## src/rtl/piso_shift.sv

```systemverilog
// piso_shift: parallel-in serial-out shifter with valid/ready handshakes, MSB first.
// Optional macro PISO_SHIFT_PARITY_EN appends an even-parity beat after the data bits.
module piso_shift #(
  parameter int unsigned          depth_p     = 5,
  parameter logic [depth_p-1:0]   reset_val_p = '0
) (
  input  logic               clk_i,
  input  logic               reset_ni,
  input  logic [depth_p-1:0] data_i,
  input  logic               valid_i,
  output logic               ready_o,
  output logic               data_o,
  output logic               valid_o,
  input  logic               ready_i,
  output logic               last_o
);

`ifdef PISO_SHIFT_PARITY_EN
  localparam int unsigned last_idx = depth_p;
`else
  localparam int unsigned last_idx = depth_p - 1;
`endif
  localparam int unsigned cnt_w = (last_idx < 2) ? 1 : $clog2(last_idx + 1);

  typedef enum logic {
    IDLE  = 1'b0,
    SHIFT = 1'b1
  } state_t;

  state_t             state_q, state_d;
  logic [depth_p-1:0] shreg_q, shreg_d;
  logic [cnt_w-1:0]   cnt_q, cnt_d;
  logic               valid_q, valid_d;
  logic               last_q, last_d;
  logic               shift_fill;

`ifdef PISO_SHIFT_PARITY_EN
  logic parity_q, parity_d;

  // Parity enters the LSB on the first shift so it reaches the MSB on the extra beat.
  assign shift_fill = (cnt_q == '0) ? parity_q : 1'b0;

  always_ff @(posedge clk_i or negedge reset_ni) begin
    if (!reset_ni) parity_q <= 1'b0;
    else           parity_q <= parity_d;
  end
`else
  assign shift_fill = 1'b0;
`endif

  always_ff @(posedge clk_i or negedge reset_ni) begin
    if (!reset_ni) begin
      state_q <= IDLE;
      shreg_q <= reset_val_p;
      cnt_q   <= '0;
      valid_q <= 1'b0;
      last_q  <= 1'b0;
    end else begin
      state_q <= state_d;
      shreg_q <= shreg_d;
      cnt_q   <= cnt_d;
      valid_q <= valid_d;
      last_q  <= last_d;
    end
  end

  always_comb begin
    state_d = state_q;
    shreg_d = shreg_q;
    cnt_d   = cnt_q;
    valid_d = valid_q;
    last_d  = last_q;
`ifdef PISO_SHIFT_PARITY_EN
    parity_d = parity_q;
`endif
    case (state_q)
      IDLE: begin
        if (valid_i) begin
          state_d = SHIFT;
          shreg_d = data_i;
          cnt_d   = '0;
          valid_d = 1'b1;
          last_d  = 1'b0;
`ifdef PISO_SHIFT_PARITY_EN
          parity_d = ^data_i;
`endif
        end
      end
      SHIFT: begin
        if (ready_i) begin
          if (!last_q) begin
            shreg_d = {shreg_q[depth_p-2:0], shift_fill};
            cnt_d   = cnt_q + cnt_w'(1);
            last_d  = (cnt_q == cnt_w'(last_idx - 1));
          end else if (valid_i) begin
            // Reload on the final beat keeps the serial stream gap-free.
            shreg_d = data_i;
            cnt_d   = '0;
            last_d  = 1'b0;
`ifdef PISO_SHIFT_PARITY_EN
            parity_d = ^data_i;
`endif
          end else begin
            state_d = IDLE;
            cnt_d   = '0;
            valid_d = 1'b0;
            last_d  = 1'b0;
          end
        end
      end
      default: state_d = IDLE;
    endcase
  end

  assign ready_o = (state_q == IDLE) | ((state_q == SHIFT) & last_q & ready_i);
  assign data_o  = shreg_q[depth_p-1];
  assign valid_o = valid_q;
  assign last_o  = last_q;

endmodule

```

## config.mk

```make
export PLATFORM = sky130hd
export DESIGN_NAME = piso_shift
export DESIGN_NICKNAME = d
export VERILOG_FILES = /design/src/rtl/piso_shift.sv
export SDC_FILE = /design/constraint.sdc
export NUM_CORES = 1
export LEC_CHECK = 0
export BUFFER_PORTS_ARGS = -buffer_cell sky130_fd_sc_hd__buf_4
export CAP_MARGIN = 20
export CORE_AREA = 2 2 39 41
export DETAILED_ROUTE_END_ITERATION = 7
export DIE_AREA = 0 0 41 43
export GPL_TIMING_DRIVEN = 0
export PLACE_DENSITY = 0.66
export RECOVER_POWER = 50
export SETUP_SLACK_MARGIN = 0.15
export SLEW_MARGIN = 20
export SYNTH_ARGS = -nofsm -noshare
export SYNTH_HDL_FRONTEND = slang
export SYNTH_SLANG_ARGS = --single-unit
```

## constraint.sdc

```tcl
create_clock -name clk_i -period 1.6 [get_ports clk_i]
set_input_delay 0.48 -clock clk_i [delete_from_list [all_inputs] [get_ports clk_i]]
set_output_delay 0.48 -clock clk_i [all_outputs]
set_load 0.03 [all_outputs]
```

==> results of run 1 <==
-- cells in the mapped netlist, drive strengths merged --
master | count | area [sq um]
a21boi | 1 | 18.77
a21oi | 5 | 25.02
a22o | 4 | 35.03
a32o | 1 | 10.01
buf | 1 | 11.26
dfrtp | 11 | 275.3
ha | 2 | 25.02
inv | 11 | 41.29
mux2i | 1 | 10.01
nand2 | 1 | 3.750
nand2b | 2 | 15.02
nand3b | 1 | 7.510
nor2 | 2 | 7.510
nor2b | 1 | 6.260
o21ai | 2 | 10.00
o22ai | 3 | 25.02
o32ai | 4 | 35.03
-- metrics by stage --
| stage | setup WS, ns | instances | instance area (sq um) | setup TNS, ns | hold WS (ns) |
|---|---|---|---|---|---|
| 2_1_floorplan | 0.2114 | 53 | 561.8 | 0 | 0.1844 |
| 3_3_place_gp | 0.03743 | 81 | 671.9 | 0 | 0.3207 |
| 3_5_place_dp | 0.03558 | 81 | 671.9 | 0 | 0.3240 |
| 4_1_cts | 0.02655 | 90 | 749.5 | 0 | 0.02299 |
| 5_1_grt | -0.02109 | 90 | 745.7 | -0.02109 | 0.2205 |
| 6_report | 0.03326 | 90 | 745.7 | 0 | 0.1739 |
-- power by group through the flow --
| stage | Combinational [mW] | Clock, mW | Sequential [mW] |
|---|---|---|---|
| 6_report | 0.580 | 0.199 | 0.459 |
| 5_1_grt | 0.644 | 0.223 | 0.475 |
| 4_1_cts | 0.581 | 0.202 | 0.459 |
| 3_5_place_dp | 0.483 | 0 | 0.470 |
| 3_3_place_gp | 0.471 | 0 | 0.464 |
| 2_1_floorplan | 0.309 | 0 | 0.499 |
-- critical path: stages (launching register included) --
cell and delay, ns:
dfrtp_1 0.39, buf_6 0.11, a21boi_4 0.13, inv_2 0.06
buf_6 0.12
-- layout by cell type, fill, tap and decap left out, drive strengths merged, types with 2 or more instances in the layout --
cell / n
a21oi: 5
a22o: 4
buf: 17
clkbuf: 4
dfrtp: 11
ha: 2
inv: 11
nand2b: 2
nor2: 2
o21ai: 2
o22ai: 3
o32ai: 4
-- worst paths after layout --
kind	cells past startpoint	slack (ns)	startpoint	endpoint
setup / recovery	4	0.03	state_q	ready_o
setup reg to reg	5	0.26	last_o	shreg_q[0]
hold / removal	1	0.17	reset_ni	shreg_q[3]
hold reg to reg	1	0.50	shreg_q[0]	shreg_q[0]
min in group clk_i	2	0.46	data_i[0]	shreg_q[0]
max in group asynchronous	1	1.01	reset_ni	last_o
-- state kept, by name, indices dropped and copies added (netlist names) --
signal / count
state_q: 1
valid_o: 1
last_o: 1
cnt_q: 3
shreg_q: 5
-- layer usage --
metal	up-vias	wire length [um]	GRT usage, %
met5	-	0	0
met3	2	37	6.283
met2	8	601	25.00
met1	230	587	21.85
met4	0	14	10.00
li1	233	-	-
-- kinds of logic (layout without fill, tap and decap cells) --
family          count (synthesis)  in the layout  synth area share, %
flops                          11             11                49.00
compound gates                 20             20                28.28
buf+inv                        12             33                9.354
simple gates                    7              7                7.129
mux                             1              1                1.782
fa+ha+maj                       2              2                4.454
-- cell type report --
| type | count | area share (%) |
|---|---|---|
| Tap cell | 16 | 2.685 |
| Inverter | 11 | 5.537 |
| Clock buffer | 3 | 3.020 |
| Timing Repair Buffer | 17 | 18.12 |
| Buffer | 1 | 1.510 |
| Multi-Input combinational cell | 30 | 31.38 |
| Sequential cell | 11 | 37.08 |
| Clock inverter | 1 | 0.6711 |
-- repair_timing --
item / CTS / global route
hold buffers: 0 / 0
buffers inserted: 5 / 0
gates resized for setup: 4 / 0
gates cloned: 0 / 0
setup endpoints to repair: 2 / 2
==> metrics.md, run 1 <==
| Metric | Value |
|---|---|
| Count of cell types in the netlist | `21` |
| Number of global-route vias before repair | `430` |
| Slew headroom | `60.84%` |
| Initial antenna violation count | `0` |
| Sequential-to-total area share from yosys stat | `49.00%` |
| Pint | `766.7 uW` |
| Util after Layout | `53.89%` |
| Power share of the combinational group | `46.9%` |
| CTS root buf | `clkbuf_4` |
| Lkg Pwr | `0.3823 nW` |
| Net Sw Frac | `38.01%` |
| Max_cap viols | `0` |
| Final WL | `roughly 1200 um` |
| FF+latch count, synth | `11` |
| DP Wirelength | `782.3 um` |
| Period utilization | `97.92%` |
| Starting DRC count in detailed routing | `7` |
| Diodes inserted | `0` |
| Via density | `5.256` |
| YS warnings | `0` |
| Initial Util | `40.60%` |
| Htree depth | `1` |
| Fmax achieved | `638.3 MHz` |
| Peak supply drop | `742.9 uV` |
| DIE AREA | `0.001763 sq mm` |
| TritonCTS Buffers | `3` |
| Critical path start-end classification | `reg2out` |
| Flop pwr share | `37.1%` |
| Final hold viol count | `0` |
| RSZ-0062 raised after global routing | `true` |
| Synthesized Nets | `64` |
| CP Launch Type | `register` |
| Pin count of the biggest net entering global routing | `12` |
| Synthesized cell area | `561.8 sq um` |
| Setup crit end kind | `output pin` |
| Clk buf depth | `2` |
| Gr usage total | `17.53%` |
| WL per Instance | `13.80 um` |
| Antenna viol nets, final | `0` |
| Worst EP required | `approximately 1.1 ns` |
| Core area | `between 0.001 and 0.0015 sq mm` |
| Syn Inst Count | `53` |
| Nets | `86` |
| CP max FO | `2` |
| Status | `complete, no violations` |
| Number of remaining DRC errors | `0` |
| Reg area | `276.5 sq um` |
| First-pass GRT wire length | `1959 um` |
| Multi-input gate area | `234.0 sq um` |
| Area grow syn2layout | `32.74%` |
| WP data arrival | `1.09 ns` |
| Final min period | `1.567 ns` |
| Clock Skew | `0.001746 ns` |
| Number of cell rows | `14` |
| Die Wd | `around 40 um` |
| Net Sw Power | `about 470 uW` |
| Die H | `43 um` |
| IO Count | `13` |
| Number of I/O port buffers | `12` |
| Fill cells | `129` |
| Worst skew pair latency | `0.27 ns` |
| Clk pin slew, worst setup/hold paths | `0.08 ns` |
| Worst Tran Pin Value | `0.5874 ns` |
| Share of layout cells above drive strength 1 | `35.14%` |
| Syn_area_per_cell | `approximately 11 sq um` |
| Finish-stage setup viols | `0` |
| CTS sink cnt | `11` |
| GPL Wtd Cong | `0.6933` |
| Total power | `about 1.2 mW` |
| GRT overflow | `0` |
| Via Count | `473` |
| First drt pass iteration count | `3` |
| Fraction of power consumed by the clock network | `between 10% and 20%` |
| PwrDens | `roughly 1700 mW/mm^2` |
| Class of the worst hold path | `in2async` |
| CTS tree | `built` |
| Final slew viol count | `0` |
(Power assumes the default switching activity.)
==> inputs of run 2 (changes only) <==
- GPL_TIMING_DRIVEN: 0 -> default
==> metrics.md, run 2 (synthesized netlist as in run 1, its figures left out) <==
| Metric | Value |
|---|---|
| Clk pin slew, worst setup/hold paths | `0.07 ns (about the same)` |
| GRT overflow | `0 (unchanged)` |
| Via density | `5.225 (-0.59%)` |
| CP Launch Point | `last_o` |
| Worst slack, placed | `0.1658 ns (+0.1302 ns)` |
| Commonest non-fill, non-tap cells in the layout | `13 x buf_4, 10 x inv_1, 10 x dfrtp_1, 5 x a21oi_1` |
| CTS tree | `built` |
| RSZ-0062 raised after global routing | `true` |
| WL per Instance | `12.73 um (-7.8%)` |
| Final slew viol count | `0 (unchanged)` |
| Starting DRC count in detailed routing | `6 (-1)` |
| Peak supply drop | `658.6 uV (-11%)` |
| Setup crit end kind | `output pin` |
| DP Wirelength | `811.1 um (+3.7%)` |
| Cells along the critical path | `a21boi_4, inv_2, buf_6` |
| Period utilization | `93.65% (-4.3 points)` |
| Number of I/O port buffers | `12 (unchanged)` |
| Gr usage total | `14.97% (-2.6 points)` |
| Area grow syn2layout | `29.18%` |
| Buf/Inv on CP | `2 (-1)` |
| Clock Skew | `0.001550 ns (-0.0001959 ns)` |
| Final hold slack | `0.1940 ns (+0.02012 ns)` |
| Reg area | `276.5 sq um (unchanged)` |
| Pin count of the biggest net entering global routing | `12 (unchanged)` |
| FF-to-FF Start | `cnt_q[0]` |
| Class of the worst hold path | `in2async` |
| Final hold viol count | `0 (unchanged)` |
| Biggest register | `shreg_q` |
| Clk buf depth | `2 (unchanged)` |
| Fmax achieved | `667.4 MHz (+4.6%)` |
| Worst path max stage delay | `0.43 ns (+0.04 ns)` |
| CP max FO | `2 (unchanged)` |
| Largest regs | `shreg_q (5), cnt_q (3)` |
| Setup WS post-layout | `0.1016 ns (+0.06832 ns)` |
| Critical path's top delay family | `flip-flops` |
| PwrDens | `1626 mW/mm^2 (-2.0%)` |
| Nets | `85 (-1.2%)` |
| R2R Setup Slk | `0.34 ns (+0.08 ns)` |
| First-pass GRT wire length | `1759 um (-10%)` |
| Antenna viol nets, final | `0 (unchanged)` |
| Worst skew pair latency | `0.27 ns (about the same)` |
| TritonCTS Buffers | `3 (unchanged)` |
| Core area | `0.001384 sq mm (unchanged)` |
| Setup TNS | `0 ns (unchanged)` |
| Lkg Pwr | `0.3695 nW (-3.3%)` |
| CTS root buf | `clkbuf_4` |
| Initial antenna violation count | `0 (unchanged)` |
| Worst Tran Pin Value | `0.6259 ns (+0.03848 ns)` |
| Diodes inserted | `0 (unchanged)` |
| Via Count | `465 (-1.7%)` |
| IO Count | `13 (unchanged)` |
| Die Wd | `41 um (unchanged)` |
| Worst EP required | `1.12 ns (about the same)` |
| Finished Layout Cells | `89 (-1.1%)` |
| Number of cell rows | `14 (unchanged)` |
| Final min period | `1.498 ns (-0.06832 ns)` |
| Initial Util | `40.60% (unchanged)` |
| Max_cap viols | `0 (unchanged)` |
| Final WL | `1133 um (-8.8%)` |
| Most common cell after layout, fill and taps aside | `buf_4` |
| Finish-stage setup viols | `0 (unchanged)` |
| DIE AREA | `0.001763 sq mm (unchanged)` |
| Slew headroom | `58.27% (-2.6 points)` |
| WP data arrival | `1.02 ns (-0.07 ns)` |
| Critical path start-end classification | `reg2out` |
| Htree depth | `1 (unchanged)` |
| First drt pass iteration count | `4 (+1)` |
| Max reg flops | `5 (unchanged)` |
| CP Launch Type | `register` |
| Share of layout cells above drive strength 1 | `31.51% (-3.6 points)` |
| Inst Count DP | `83 (+2.5%)` |
| Multi-input gate area | `234.0 sq um (unchanged)` |
| Status | `complete, no violations` |
| Die H | `43 um (unchanged)` |
| Critical path's slowest cell | `dfrtp_2` |
| CTS sink cnt | `11 (unchanged)` |
| GPL Wtd Cong | `0.7116 (+2.6%)` |
| Fill cells | `132 (+2.3%)` |
| Number of global-route vias before repair | `432 (+0.47%)` |
| Number of remaining DRC errors | `0 (unchanged)` |
[run 2: repair_timing]
action,4_1_cts,5_1_grt
hold buffers,0,0
gates resized for setup,3,0
buffers inserted,2,0
endpoints found under the setup margin,2,2
pin swaps,1,0
[run 2: routing by layer]
layer  track usage [%]  part of all wire, %  vias up
met2             20.94                   47       14
met4             10.00                  1.2        0
met1             20.88                   47      221
li1                  -                    -      228
met3             1.571                  4.3        2
met5                 0                    0        -
[run 2: worst paths after layout]
check                           cells after the start         end
max in group asynchronous                           1      last_o
worst max register to register                      4    cnt_q[2]
worst max-delay path                                3     ready_o
worst min register to register                      1  shreg_q[0]
worst min-delay path                                1  shreg_q[4]
min in group clk_i                                  2  shreg_q[0]
[run 2: cell type report]
cell class              instances  share of cell area [%]
flip-flops and latches         11                   38.10
multi-input cells              30                   32.24
repair buffers                 17                   17.59
inverters                      11                   5.690
clock buffers                   4                   3.621
well taps                      16                   2.759
[run 2: worst register-to-register path: stages (launching register included)]
cell	delay [ns]
dfrtp_1	0.42
ha_1	0.22
ha_1	0.27
o22ai_1	0.07
a22o_1	0.18
[run 2: power breakdown]
group          switching (mW)  internal (mW)
Combinational           0.270          0.259
Sequential             0.0712          0.384
Clock                  0.0992         0.0965
Total                   0.440          0.740
[run 2: metrics by stage]
stage / util (%) / cell area (sq um) / total power, mW
final: 52.44 / 725.7 / 1.180
after global routing: 52.44 / 725.7 / 1.271
after CTS: 52.98 / 733.2 / 1.196
after detailed placement: 49.37 / 683.2 / 0.9615
after global placement: 49.37 / 683.2 / 0.9491
after floorplan: - / 561.8 / 0.8078
